--- config.mk ---
export PLATFORM = sky130hd
export DESIGN_NAME = vga_timing_gen
export DESIGN_NICKNAME = d
export VERILOG_FILES = /design/src/rtl/vga_timing_gen.sv
export SDC_FILE = /design/constraint.sdc
export NUM_CORES = 1
export LEC_CHECK = 0
export ABC_CLOCK_PERIOD_IN_PS = 5500
export CORE_MARGIN = 3
export CORE_UTILIZATION = 60
export CTS_CLUSTER_DIAMETER = 30
export DETAILED_ROUTE_END_ITERATION = 16
export PLACE_DENSITY_LB_ADDON = 0.05
export SLEW_MARGIN = 25
export SYNTH_ARGS = -nofsm -noshare
export SYNTH_HDL_FRONTEND = slang
export SYNTH_SLANG_ARGS = --single-unit
--- constraint.sdc ---
create_clock -name Clk -period 5.5 [get_ports Clk]
set_input_delay 0.55 -clock Clk [delete_from_list [all_inputs] [get_ports Clk]]
set_output_delay 0.55 -clock Clk [all_outputs]
set_load 0.005 [all_outputs]
--- src/rtl/vga_timing_gen.sv ---
// rtl/vga_timing_gen.sv - raster timing generator: h/v counters, sync, active and frame/line strobes
//
// Purpose:
//   Latches per-resolution timing parameters on Load_config, runs horizontal
//   and vertical counters against them and produces registered sync,
//   active-video and line/frame strobes for the pixel-output stage.
//
// Optional feature macro: PIX_COORD_EN
//   defined   -> X/Y carry the visible pixel column/row (0 outside Active)
//   undefined -> X/Y are tied to 0
//
// Ports:
//   Clk            pixel clock
//   Rst            asynchronous active-low reset
//   Load_config    strobe: latch parameters, restart raster
//   H_/V_sync_pulse, H_/V_count_max, H_/V_left_margin, H_/V_right_margin
//                  timing parameters, sampled only while Load_config is high
//   H_sync, V_sync sync pulses
//   Active         visible pixel
//   Line_end       last pixel of every line
//   Frame_start    pixel (0,0) of every frame
//   X, Y           visible pixel coordinates

module vga_timing_gen #(
    parameter int PULSE_WIDTH     = 8,
    parameter int REZ_MAX_WIDTH   = 11,
    parameter int HL_MARGIN_WIDTH = 8,
    parameter int HR_MARGIN_WIDTH = 8,
    parameter int VL_MARGIN_WIDTH = 6,
    parameter int VR_MARGIN_WIDTH = 4
) (
    input  logic                       Clk,
    input  logic                       Rst,
    input  logic                       Load_config,
    input  logic [PULSE_WIDTH-1:0]     H_sync_pulse,
    input  logic [PULSE_WIDTH-1:0]     V_sync_pulse,
    input  logic [REZ_MAX_WIDTH-1:0]   H_count_max,
    input  logic [REZ_MAX_WIDTH-1:0]   V_count_max,
    input  logic [HL_MARGIN_WIDTH-1:0] H_left_margin,
    input  logic [VL_MARGIN_WIDTH-1:0] V_left_margin,
    input  logic [HR_MARGIN_WIDTH-1:0] H_right_margin,
    input  logic [VR_MARGIN_WIDTH-1:0] V_right_margin,
    output logic                       H_sync,
    output logic                       V_sync,
    output logic                       Active,
    output logic                       Line_end,
    output logic                       Frame_start,
    output logic [REZ_MAX_WIDTH-1:0]   X,
    output logic [REZ_MAX_WIDTH-1:0]   Y
);

    localparam int W = REZ_MAX_WIDTH;

    typedef enum logic {
        WAIT_LOAD = 1'b0,
        RUN       = 1'b1
    } state_t;

    state_t state;

    logic [W-1:0] h_cnt;
    logic [W-1:0] v_cnt;

    // Shadow copies of the timing parameters
    logic [PULSE_WIDTH-1:0]     h_pulse;
    logic [PULSE_WIDTH-1:0]     v_pulse;
    logic [W-1:0]               h_max;
    logic [W-1:0]               v_max;
    logic [HL_MARGIN_WIDTH-1:0] h_left;
    logic [VL_MARGIN_WIDTH-1:0] v_left;
    logic [HR_MARGIN_WIDTH-1:0] h_right;
    logic [VR_MARGIN_WIDTH-1:0] v_right;

    // Active window bounds, all arithmetic wraps at W bits
    logic [W-1:0] h_act_start;
    logic [W-1:0] h_act_end;
    logic [W-1:0] v_act_start;
    logic [W-1:0] v_act_end;

    logic h_sync_d;
    logic v_sync_d;
    logic h_act_d;
    logic v_act_d;
    logic active_d;
    logic line_end_d;
    logic frame_start_d;

    assign h_act_start = W'(h_pulse) + W'(h_left);
    assign h_act_end   = h_max - W'(h_right);
    assign v_act_start = W'(v_pulse) + W'(v_left);
    assign v_act_end   = v_max - W'(v_right);

    // A zero pulse length makes the "< pulse" test never true, so Hp=0 / Vp=0
    // naturally suppress the sync output.
    assign h_sync_d = (h_cnt < W'(h_pulse));
    assign v_sync_d = (v_cnt < W'(v_pulse));

    // When the start bound exceeds the end bound the window is empty, which
    // covers the degenerate-porch case without a separate check.
    assign h_act_d  = (h_cnt >= h_act_start) && (h_cnt <= h_act_end);
    assign v_act_d  = (v_cnt >= v_act_start) && (v_cnt <= v_act_end);
    assign active_d = h_act_d && v_act_d;

    assign line_end_d    = (h_cnt == h_max);
    assign frame_start_d = (h_cnt == '0) && (v_cnt == '0);

    always_ff @(posedge Clk or negedge Rst) begin
        if (!Rst) begin
            state       <= WAIT_LOAD;
            h_cnt       <= '0;
            v_cnt       <= '0;
            h_pulse     <= '0;
            v_pulse     <= '0;
            h_max       <= '0;
            v_max       <= '0;
            h_left      <= '0;
            v_left      <= '0;
            h_right     <= '0;
            v_right     <= '0;
            H_sync      <= 1'b0;
            V_sync      <= 1'b0;
            Active      <= 1'b0;
            Line_end    <= 1'b0;
            Frame_start <= 1'b0;
`ifdef PIX_COORD_EN
            X           <= '0;
            Y           <= '0;
`endif
        end else if (Load_config) begin
            // Restart: outputs go quiet for this cycle, counting resumes
            // from (0,0) once the strobe drops.
            state       <= RUN;
            h_cnt       <= '0;
            v_cnt       <= '0;
            h_pulse     <= H_sync_pulse;
            v_pulse     <= V_sync_pulse;
            h_max       <= H_count_max;
            v_max       <= V_count_max;
            h_left      <= H_left_margin;
            v_left      <= V_left_margin;
            h_right     <= H_right_margin;
            v_right     <= V_right_margin;
            H_sync      <= 1'b0;
            V_sync      <= 1'b0;
            Active      <= 1'b0;
            Line_end    <= 1'b0;
            Frame_start <= 1'b0;
`ifdef PIX_COORD_EN
            X           <= '0;
            Y           <= '0;
`endif
        end else begin
            case (state)
                RUN: begin
                    if (h_cnt == h_max) begin
                        h_cnt <= '0;
                        v_cnt <= (v_cnt == v_max) ? '0 : v_cnt + 1'b1;
                    end else begin
                        h_cnt <= h_cnt + 1'b1;
                    end
                    H_sync      <= h_sync_d;
                    V_sync      <= v_sync_d;
                    Active      <= active_d;
                    Line_end    <= line_end_d;
                    Frame_start <= frame_start_d;
`ifdef PIX_COORD_EN
                    X           <= active_d ? (h_cnt - h_act_start) : '0;
                    Y           <= active_d ? (v_cnt - v_act_start) : '0;
`endif
                end
                default: begin
                    h_cnt       <= '0;
                    v_cnt       <= '0;
                    H_sync      <= 1'b0;
                    V_sync      <= 1'b0;
                    Active      <= 1'b0;
                    Line_end    <= 1'b0;
                    Frame_start <= 1'b0;
`ifdef PIX_COORD_EN
                    X           <= '0;
                    Y           <= '0;
`endif
                end
            endcase
        end
    end

`ifndef PIX_COORD_EN
    assign X = '0;
    assign Y = '0;
`endif

endmodule
==> results.md <==
- Synth Register Bits: 92
- Top sig layer: met4
- WP buf/inv: 0
- Critical path, cell by cell: ha_1 > a21o_1 > a21oi_1 > o21ai_0 > o41ai_1 > xor2_1 > ha_1 > o21ai_0 > a31oi_1 > nor4_1 > and4b_1
- IO Port Bufs: 71
- R2R depth: 11
- Max incr delay on CP: 410 ps
- Top Ports: 94
- Vias/cell: 5.584
- DRT Pass-1 Iters: 4
- Setup Buffers After CTS: 0
- Vias in the first global route: 4837
- Crit path arrival time: 3400 ps
- Core Area: 10370 sq um
- Worst slew pin tran: 683.8 ps
- WP data required: 5770 ps
- Met3 wire len: 597 um
- Worst setup EP type: flip-flop
- Max cap viols: 0
- Worst clock skew: 12.16 ps
- Syn avg cell area: 9.781 sq um
- Commonest cells in the netlist: dfrtp_1 (92), ha_1 (84), o21ai_0 (58)
- Remaining DRCs: 0
- Fin Hold WS: 162.6 ps
- Cell family with most CP delay: compound AO/OA/AOI/OAI gates
- Final net count: 877
- Inserted Diodes: 0
- Yosys synthesis warning count: 0
- Area grow syn2layout: 14.82%
- Synth area leader: dfrtp_1
- CTS Root Cell: clkbuf_8
- Fin Setup TNS: 0 ps
- Antenna Nets Post-Route: 0
- Clock buffer depth: 2
- First-pass GRT wire length: 22370 um
- Clk Latency, worst-skew pair: 380 ps
- Placed insts: 847
- WL final: 13500 um
- GPL Wtd Cong: 0.8586
- Clock power share: 29.1%
- DP Area: 7142 sq um
- CTS Sinks: 92
- Peak supply drop: 192.0 uV
- Share of the cycle needed by the critical path after routing: 56.75%
- Sw Ratio: 30.65%
- Vias: 4819
- Critical path class: flip-flop to flip-flop
- Fillers: 820
- Switching power total: 0.5494 mW
- Synth cell types: 44
- Post-Syn Area: 6416 sq um
- Die height: 109.4 um
- Die width: 109.4 um
- Non-Filler Instances: 863
- Post-CTS sizing: 0
- Slew margin rel.: 54.30%
- Tot Pwr: 1.792 mW
- Register Area: 2302 sq um
- Final Critical Period: 3121 ps
- Synthesized instance count: 656
- Hold Crit Class: primary input to asynchronous set/reset pin
- Multi-input logic area: 3772 sq um
- Top cells by area, synth: dfrtp_1 (36%), ha_1 (16%), mux2_2 (6.0%)
- Power share of the sequential group: 42.9%
- Die area: 11970 sq um
- Sequential area share after synthesis: 35.88%
- # rows: 37
- Power density over the cells: 243.3 nW/um^2
- Cell leakage power: 3.472 nW
- FFs w/ async S/R, synth: 100.0%
- Num CTS Buffers: 9
- Initial antenna violation count: 0
- Most frequent cell after synthesis: dfrtp_1
- Worst-path cell with the longest stage delay: dfrtp_1
- P_int: 1.243 mW
- Ys flop type: dfrtp_1
- Largest net degree at the start of global routing: 62
- Post-CTS Hold Buffers: 0
- Total track usage: 23.79%
- Post-synth EDFFs: 0
- Wire length per cell: 15.64 um
- Clk slew on worst S/H paths: 90 ps
- Fin area: 7367 sq um
- CP Launch Type: flip-flop
- Worst path depth: 11
- Combinational share of power: 28.0%
- RSZ-0062 raised after global routing: no
- Setup violators final: 0
- Top-area cell type share of the netlist area: 35.88%
- Final Hold Vio Count: 0
- Total grt overflow: 0
- CTS tree: done
- Final Max Tran Viols: 0
- Fmax: 320.4 MHz
- Proportion of layout cells with a drive suffix above 1: 8.803%
- H-tree levels: 3
- Initial DRC Count: 214
- Met2 wire length: 6325 um
- Worst-path fanout max: 2
- HPWL Detailed: 10270 um
- Initial core utilization: 61.87%
- WL met1: 6257 um
- Outcome: completed
flip-flops by register name, summed over array words and instances (netlist names):
name,flops
Active,1
Frame_start,1
H_sync,1
Line_end,1
V_sync,1
h_cnt,11
h_left,8
h_max,11
h_pulse,8
h_right,8
state,1
v_cnt,11
v_left,6
v_max,11
v_pulse,8
v_right,4
cells in the final DEF, fill, tap and decap left out, drive strengths merged, types with 3 or more instances in the layout:
| cell type | netlist | final |
|---|---|---|
| dfrtp | 92 | 92 |
| ha | 84 | 84 |
| clkdlybuf4s50 | 0 | 69 |
| o21ai | 58 | 58 |
| inv | 47 | 47 |
| nand2 | 46 | 46 |
| xnor2 | 34 | 34 |
| mux2 | 34 | 34 |
| nor2 | 33 | 33 |
| xor2 | 27 | 27 |
| conb | 1 | 22 |
| a21oi | 18 | 18 |
| a21o | 16 | 16 |
| nor2b | 13 | 13 |
| nor4 | 11 | 11 |
| nand3 | 10 | 10 |
| nand4 | 10 | 10 |
| clkbuf | 15 | 10 |
| nor3 | 9 | 9 |
| and3 | 9 | 9 |
| nand2b | 8 | 8 |
| or3 | 7 | 7 |
| o21a | 6 | 6 |
| nor3b | 6 | 6 |
| a211oi | 5 | 5 |
| a31oi | 5 | 5 |
| or4 | 4 | 4 |
| fa | 4 | 4 |
| buf | 24 | 4 |
| a21boi | 3 | 3 |
| clkinvlp | 0 | 3 |
per-layer routing:
layer,GRT usage (%),vias to the layer above
li1,-,2381
met4,10.33,0
met3,3.464,27
met1,32.30,2295
met5,0,-
met2,38.01,116
final timing paths:
path	startpoint	to	slack (ps)
worst min-delay path	Rst	h_left[3]$_DFFE_PN0P_	160
worst max register to register	h_pulse[1]$_DFFE_PN0P_	Active$_DFF_PN0_	2380
max in group asynchronous	Rst	h_max[0]$_DFFE_PN0P_	4310
worst max-delay path	h_pulse[1]$_DFFE_PN0P_	Active$_DFF_PN0_	2380
worst min register to register	state$_DFFE_PN0P_	state$_DFFE_PN0P_	500
min in group Clk	state$_DFFE_PN0P_	state$_DFFE_PN0P_	500
kinds of logic after synthesis:
| group | Yosys count | synth area share, % |
|---|---|---|
| AOI/OAI and AO/OA | 122 | 11.35 |
| xor gates and xnor gates | 61 | 8.327 |
| muxes | 35 | 6.123 |
| and+or+nand+nor | 171 | 14.08 |
| DFF | 92 | 35.88 |
| other | 1 | 0.05845 |
| adders and majority gates | 88 | 17.63 |
| buffers and inverters | 86 | 6.552 |
metrics by stage:
stage	util (%)	setup WS (ps)
finish	71.04	2379
global route	71.04	2123
CTS	71.04	2372
detailed placement	68.87	2416
global placement	68.87	2492
floorplan	-	2774
worst reg2reg max path: cells and delay by family (launching register included):
family | cells | cell delay [ps]
AOI/OAI and AO/OA | 6 | 1200
and+or+nand+nor | 2 | 600
adders and majority gates | 2 | 580
DFF | 1 | 410
xor gates and xnor gates | 1 | 220
power by group through the flow:
stage	registers, mW	logic, mW	clock network (mW)
after floorplan	0.767	0.368	0
after global placement	0.780	0.476	0
after detailed placement	0.783	0.501	0
after CTS	0.770	0.506	0.531
after global routing	0.776	0.574	0.559
final	0.769	0.501	0.522
area by class of cell:
type	count	share of cell area (%)
multi-input cells	499	51.21
flip-flops and latches	92	31.25
repair buffers	73	9.783
inverters	47	2.395
well taps	136	2.310
clock buffers	10	1.868
clock inverters	6	1.189
No activity file was read; power rests on OpenSTA's default activity.
